$ cat src/rtl/memory_ram_dual_pkg.sv
// rtl/memory_ram_dual_pkg.sv - shared j2 widths and clear-sequencer state encodings
package memory_ram_dual_pkg;

   localparam int J2_WORD_WIDTH = 16;
   localparam int J2_ADDR_WIDTH = 13;

   localparam logic [0:0] STATE_CLEAR = 1'b0;
   localparam logic [0:0] STATE_READY = 1'b1;

endpackage

$ cat src/rtl/memory_ram_clear_ctrl.sv
// rtl/memory_ram_clear_ctrl.sv - CLEAR/READY state machine and array sweep counter
module memory_ram_clear_ctrl
   import memory_ram_dual_pkg::*;
#(
   parameter int DEPTH          = 32,
   parameter int CLEAR_ON_RESET = 1,
   localparam int CNT_W         = $clog2(DEPTH)
) (
   input  logic             clock,
   input  logic             reset_n,
   output logic             ready,
   output logic             clear_we,
   output logic [CNT_W-1:0] clear_address
);

   localparam logic [CNT_W-1:0] LAST = CNT_W'(DEPTH - 1);

   logic [0:0]       state;
   logic [CNT_W-1:0] counter;

   // Without clearing, CLEAR lasts exactly one edge after reset release.
   always_ff @(posedge clock or negedge reset_n) begin
      if (!reset_n) begin
         state   <= STATE_CLEAR;
         counter <= '0;
      end else if (state == STATE_CLEAR) begin
         if (CLEAR_ON_RESET == 0 || counter == LAST) begin
            state <= STATE_READY;
         end
         counter <= counter + 1'b1;
      end
   end

   assign ready         = (state == STATE_READY);
   assign clear_we      = (state == STATE_CLEAR) && (CLEAR_ON_RESET != 0);
   assign clear_address = counter;

endmodule

$ cat src/rtl/memory_ram_dual.sv
// rtl/memory_ram_dual.sv - j2 dual-port RAM: read-only code port, read/write data port
// Option macro MEMORY_RAM_CODE_BYPASS_EN: forward same-cycle data writes onto the code port.
module memory_ram_dual
   import memory_ram_dual_pkg::*;
#(
   parameter int DATA_WIDTH     = J2_WORD_WIDTH,
   parameter int ADDR_WIDTH     = J2_ADDR_WIDTH,
   parameter int DEPTH          = 32,
   parameter int CLEAR_ON_RESET = 1
) (
   input  logic                  clock,
   input  logic                  reset_n,
   input  logic [ADDR_WIDTH-1:0] code_address,
   output logic [DATA_WIDTH-1:0] code_value,
   input  logic [ADDR_WIDTH-1:0] data_address,
   input  logic                  data_write_enable,
   input  logic [DATA_WIDTH-1:0] data_write_value,
   output logic [DATA_WIDTH-1:0] data_read_value,
   output logic                  ready,
   output logic                  collision
);

   localparam int IDX_W = $clog2(DEPTH);
   localparam logic [ADDR_WIDTH:0] DEPTH_A = (ADDR_WIDTH + 1)'(DEPTH);

   if (DEPTH < 2 || 64'(DEPTH) > (64'd1 << ADDR_WIDTH)) begin : g_bad_depth
      $error("memory_ram_dual: DEPTH must satisfy 2 <= DEPTH <= 2**ADDR_WIDTH");
   end

   logic [DATA_WIDTH-1:0] mem [DEPTH];

   logic             clear_we;
   logic [IDX_W-1:0] clear_address;

   memory_ram_clear_ctrl #(
      .DEPTH          (DEPTH),
      .CLEAR_ON_RESET (CLEAR_ON_RESET)
   ) u_clear_ctrl (
      .clock         (clock),
      .reset_n       (reset_n),
      .ready         (ready),
      .clear_we      (clear_we),
      .clear_address (clear_address)
   );

   logic             code_in_range;
   logic             data_in_range;
   logic             user_we;
   logic             same_address;
   logic             wr_en;
   logic [IDX_W-1:0] wr_idx;
   logic [DATA_WIDTH-1:0] wr_data;
   logic [IDX_W-1:0] code_idx;
   logic [IDX_W-1:0] data_idx;

   assign code_in_range = ({1'b0, code_address} < DEPTH_A);
   assign data_in_range = ({1'b0, data_address} < DEPTH_A);
   assign code_idx      = code_address[IDX_W-1:0];
   assign data_idx      = data_address[IDX_W-1:0];
   assign user_we       = ready && data_write_enable && data_in_range;
   assign same_address  = (data_address == code_address);

   // The sweep owns the write port while clearing; user writes need ready.
   assign wr_en   = clear_we || user_we;
   assign wr_idx  = clear_we ? clear_address : data_idx;
   assign wr_data = clear_we ? '0 : data_write_value;

   always_ff @(posedge clock) begin
      if (wr_en) begin
         mem[wr_idx] <= wr_data;
      end
   end

   always_ff @(posedge clock or negedge reset_n) begin
      if (!reset_n) begin
         code_value <= '0;
      end else if (!ready || !code_in_range) begin
         code_value <= '0;
`ifdef MEMORY_RAM_CODE_BYPASS_EN
      end else if (user_we && same_address) begin
         code_value <= data_write_value;
`endif
      end else begin
         code_value <= mem[code_idx];
      end
   end

   always_ff @(posedge clock or negedge reset_n) begin
      if (!reset_n) begin
         data_read_value <= '0;
      end else if (!ready || !data_in_range) begin
         data_read_value <= '0;
      end else begin
         data_read_value <= mem[data_idx];
      end
   end

   always_ff @(posedge clock or negedge reset_n) begin
      if (!reset_n) begin
         collision <= 1'b0;
      end else begin
         collision <= user_we && same_address;
      end
   end

endmodule
$ cat config.mk
export PLATFORM = sky130hd
export DESIGN_NAME = memory_ram_dual
export DESIGN_NICKNAME = d
export VERILOG_FILES = /design/src/rtl/memory_ram_dual_pkg.sv /design/src/rtl/memory_ram_clear_ctrl.sv /design/src/rtl/memory_ram_dual.sv
export SDC_FILE = /design/constraint.sdc
export NUM_CORES = 1
export LEC_CHECK = 0
export ABC_CLOCK_PERIOD_IN_PS = 2240
export CAP_MARGIN = 20
export CORE_ASPECT_RATIO = 2
export CORE_MARGIN = 2
export CORE_UTILIZATION = 35
export DETAILED_ROUTE_END_ITERATION = 8
export GPL_ROUTABILITY_DRIVEN = 0
export PLACE_DENSITY = 0.51
export SLEW_MARGIN = 20
export SYNTH_ARGS = -nofsm -noshare
export SYNTH_HDL_FRONTEND = slang
export SYNTH_HIERARCHICAL = 1
export SYNTH_SLANG_ARGS = --single-unit
$ cat constraint.sdc
create_clock -name clock -period 2.24 [get_ports clock]
set_input_delay 0.448 -clock clock [delete_from_list [all_inputs] [get_ports clock]]
set_output_delay 0.448 -clock clock [all_outputs]
set_load 0.01 [all_outputs]
==> run metrics <==
FF-to-FF path depth=9; ys flop type=edfxtp_1; Clock Tree Root=clkbuf_16; Met1 Wirelength=just under 30000 um; share of layout cells above drive strength 1=0.433; post-route cell area=31900 um^2; switch share=0.231; critical path's slowest cell=clkdlybuf4s50_1; Seq pwr share=0.511; Die W=approximately 190 um; Comb power frac=0.101; initial antenna violation count=1; most common cell after layout, fill and taps aside=edfxtp_1; CP dominant cell by count=buf_4; delay of the slowest cell on the worst path=0.64 ns; PwrDens=slightly below 700 nW/um^2; switching power=between 5 and 6 mW; DR vias/cell=5.74; Top Metal Used=met5; multi-input logic area=8530 um^2; reg2reg end=mem[6][6]; Internal=16.9 mW; dpl ws=-0.673 ns; clock sink total=551; Finished Layout Cells=2583; Yosys reg bits=roughly 550; Final WS setup=-0.00165 ns; total CTS buffers=49; Syn Nets=around 1.3k; most frequent cells in the layout=edfxtp_1 (512), mux4_2 (252), buf_4 (231); mapped cell area=about 25000 um^2; FP Rows=138; DR pass1 iterations=5; Buf/Inv on CP=5; HPWL Detailed=63500 um; critical path arrival=2.69 ns; Max-Cap Viols=0; H-tree Lvls=2; RSZ-0062 raised after global routing=yes; Clock Power Share=0.388; reg2reg start=u_clear_ctrl/ready; Tot Pwr=22.0 mW; placed cell area=30100 um^2; Syn Area/Cell=roughly 20 um^2; fillcell total=6087; Post-synth EDFFs=512; Core Region=70800 um^2; drc violations=0; vias in the first global route=16.0k; Final Cycle Share=1.00; Final ANT Viol Nets=0; endpoints failing setup=1; sequential share of the synthesized area=0.653; final wirelength=86100 um; Starting Density=0.354; total vias in the final route=about 15k; CP max FO=12; P&R area growth vs syn=27.3%; Critical Path Sink Type=flop; post-synthesis cell count=around 1.3k; Synth warnings=6; CP required=2.69 ns; Post-Place Cells=about 2.5k; die area=73800 um^2; LEAKAGE=10.8 nW; Worst Hold Class=primary input to async pin; Rel. slew slack=0.498; Unique masters post-synth=45; Final Slew Violations=0; Final min period=2.24 ns; area leader, netlist=edfxtp_1; routed length on met2=roughly 46000 um; input/output buffers=between 70 and 80; Bufs on Longest Clock Path=3; clock skew=0.0289 ns; Worst-Skew Late Latency=0.60 ns; GRT Util Overall=0.239; CTS clock-pin slew for the worst setup and hold paths=about 0.070 ns; ranking of synthesized cells by area=edfxtp_1 (61%), mux4_2 (23%), dfrtp_1 (3.9%); Final #Nets=1679; failing checks=setup timing; met3 wire length=3640 um; r2r setup slk=0.03 ns; flip-flop and latch area=16400 um^2; Setup CP Type=primary input to flop; first-pass GRT wire length=approximately 120000 um; Boundary Pins=79; status=finished, violations left; worst path cell trace=clkdlybuf4s50_1 -> buf_4 -> nor2b_4 -> buf_4 -> buf_4 -> a22oi_1 -> buf_4 -> nand2_1 -> a22o_1; Synth top area share=0.614; CTS tree=yes; critical path's top delay family=buffers and inverters; worst-margin pin slew=0.752 ns; Fmax=0.446 GHz; Congestion Overflow GR=0; ys async rst share=0.0708; die height=382 um; Startpoint Class=primary input; largest net degree at the start of global routing=34; Hold Fails Final Rpt=0; Wirelength per Cell=roughly 33 um; First DRT Iteration DRCs=between 1k and 1.5k; worst vdd ir=0.000583 V
## power by group through the flow
stage | combinational [mW] | clock (mW) | sequential [mW]
after CTS | 2.23 | 8.73 | 11.2
after global routing | 2.31 | 9.09 | 11.2
after global placement | 2.21 | 0 | 11.5
after floorplan | 0.999 | 0 | 11.5
final | 2.22 | 8.55 | 11.2
after detailed placement | 2.22 | 0 | 11.5
## cell type report
cell class,instances,area share
sequential,551,0.513
multi-input combinational,626,0.268
timing repair buffer,396,0.132
clock buffer,61,0.0419
tap,910,0.0357
clock inverter,30,0.00817
inverter,8,0.000942
antenna,1,0.0000785
## per-layer routing
layer	GRT usage	vias to the layer above
met1	0.262	7931
li1	-	6179
met4	0.178	2
met5	0	-
met3	0.0234	190
met2	0.423	535
## how the worst max path moves through the flow
stage | cells after the start | end | startpoint
4_1_cts | 7 | mem[6][11] | u_clear_ctrl/ready
3_5_place_dp | 8 | mem[29][0] | data_address[7]
5_1_grt | 7 | mem[2][5] | u_clear_ctrl/ready
6_report | 9 | data_read_value[12] | data_address[2]
3_3_place_gp | 8 | mem[29][9] | data_address[7]
2_1_floorplan | 6 | mem[2][0] | data_address[1]
## sequential cells by signal, indices dropped and copies added, names as in the netlist
| signal | flops |
|---|---|
| mem | 512 |
| code_value | 16 |
| data_read_value | 16 |
| u_clear_ctrl/clear_address | 5 |
| collision | 1 |
| u_clear_ctrl/ready | 1 |
## metrics by stage
| stage | util | hold slack [ns] | setup TNS [ns] |
|---|---|---|---|
| after global placement | 0.425 | 0.505 | -285.52 |
| after CTS | 0.449 | 0.421 | 0 |
| after floorplan | - | 0.152 | -22.52 |
| after detailed placement | 0.425 | 0.506 | -306.18 |
| after global routing | 0.450 | 0.444 | -2.07 |
| final | 0.450 | 0.425 | -0.00165 |
## cells in the mapped netlist, types with 4 or more instances
cell	n
mux4_2	252
mux2i_1	11
edfxtp_1	512
xnor2_1	7
a22oi_1	122
inv_1	7
buf_4	9
a22o_1	30
o32ai_1	4
o2bb2ai_1	4
nor2b_1	22
clkbuf_1	41
nand2_1	79
nor2_1	43
buf_6	10
o31a_1	4
dfrtp_1	39
buf_2	36
xor2_1	8
## cells by family after synthesis
kind of cell,count (synthesis),share of synthesized area
AO/OA/AOI/OAI,170,0.0528
XOR/XNOR,16,0.00590
adder cells (fa/ha/maj),2,0.00100
buffers and inverters,106,0.0221
flip-flops,551,0.653
multiplexers,266,0.233
AND/OR/NAND/NOR,172,0.0321
## timing repair
| action | 4_1_cts | 5_1_grt |
|---|---|---|
| hold buffers | 1 | 0 |
| pin swaps | 2 | 1 |
| setup buffers | 5 | 0 |
| endpoints found under the setup margin | 405 | 272 |
| gates resized for setup | 6 | 14 |
| hold endpoints to repair | 14 | 0 |
Note: power is estimated with default switching activity, not from simulation.
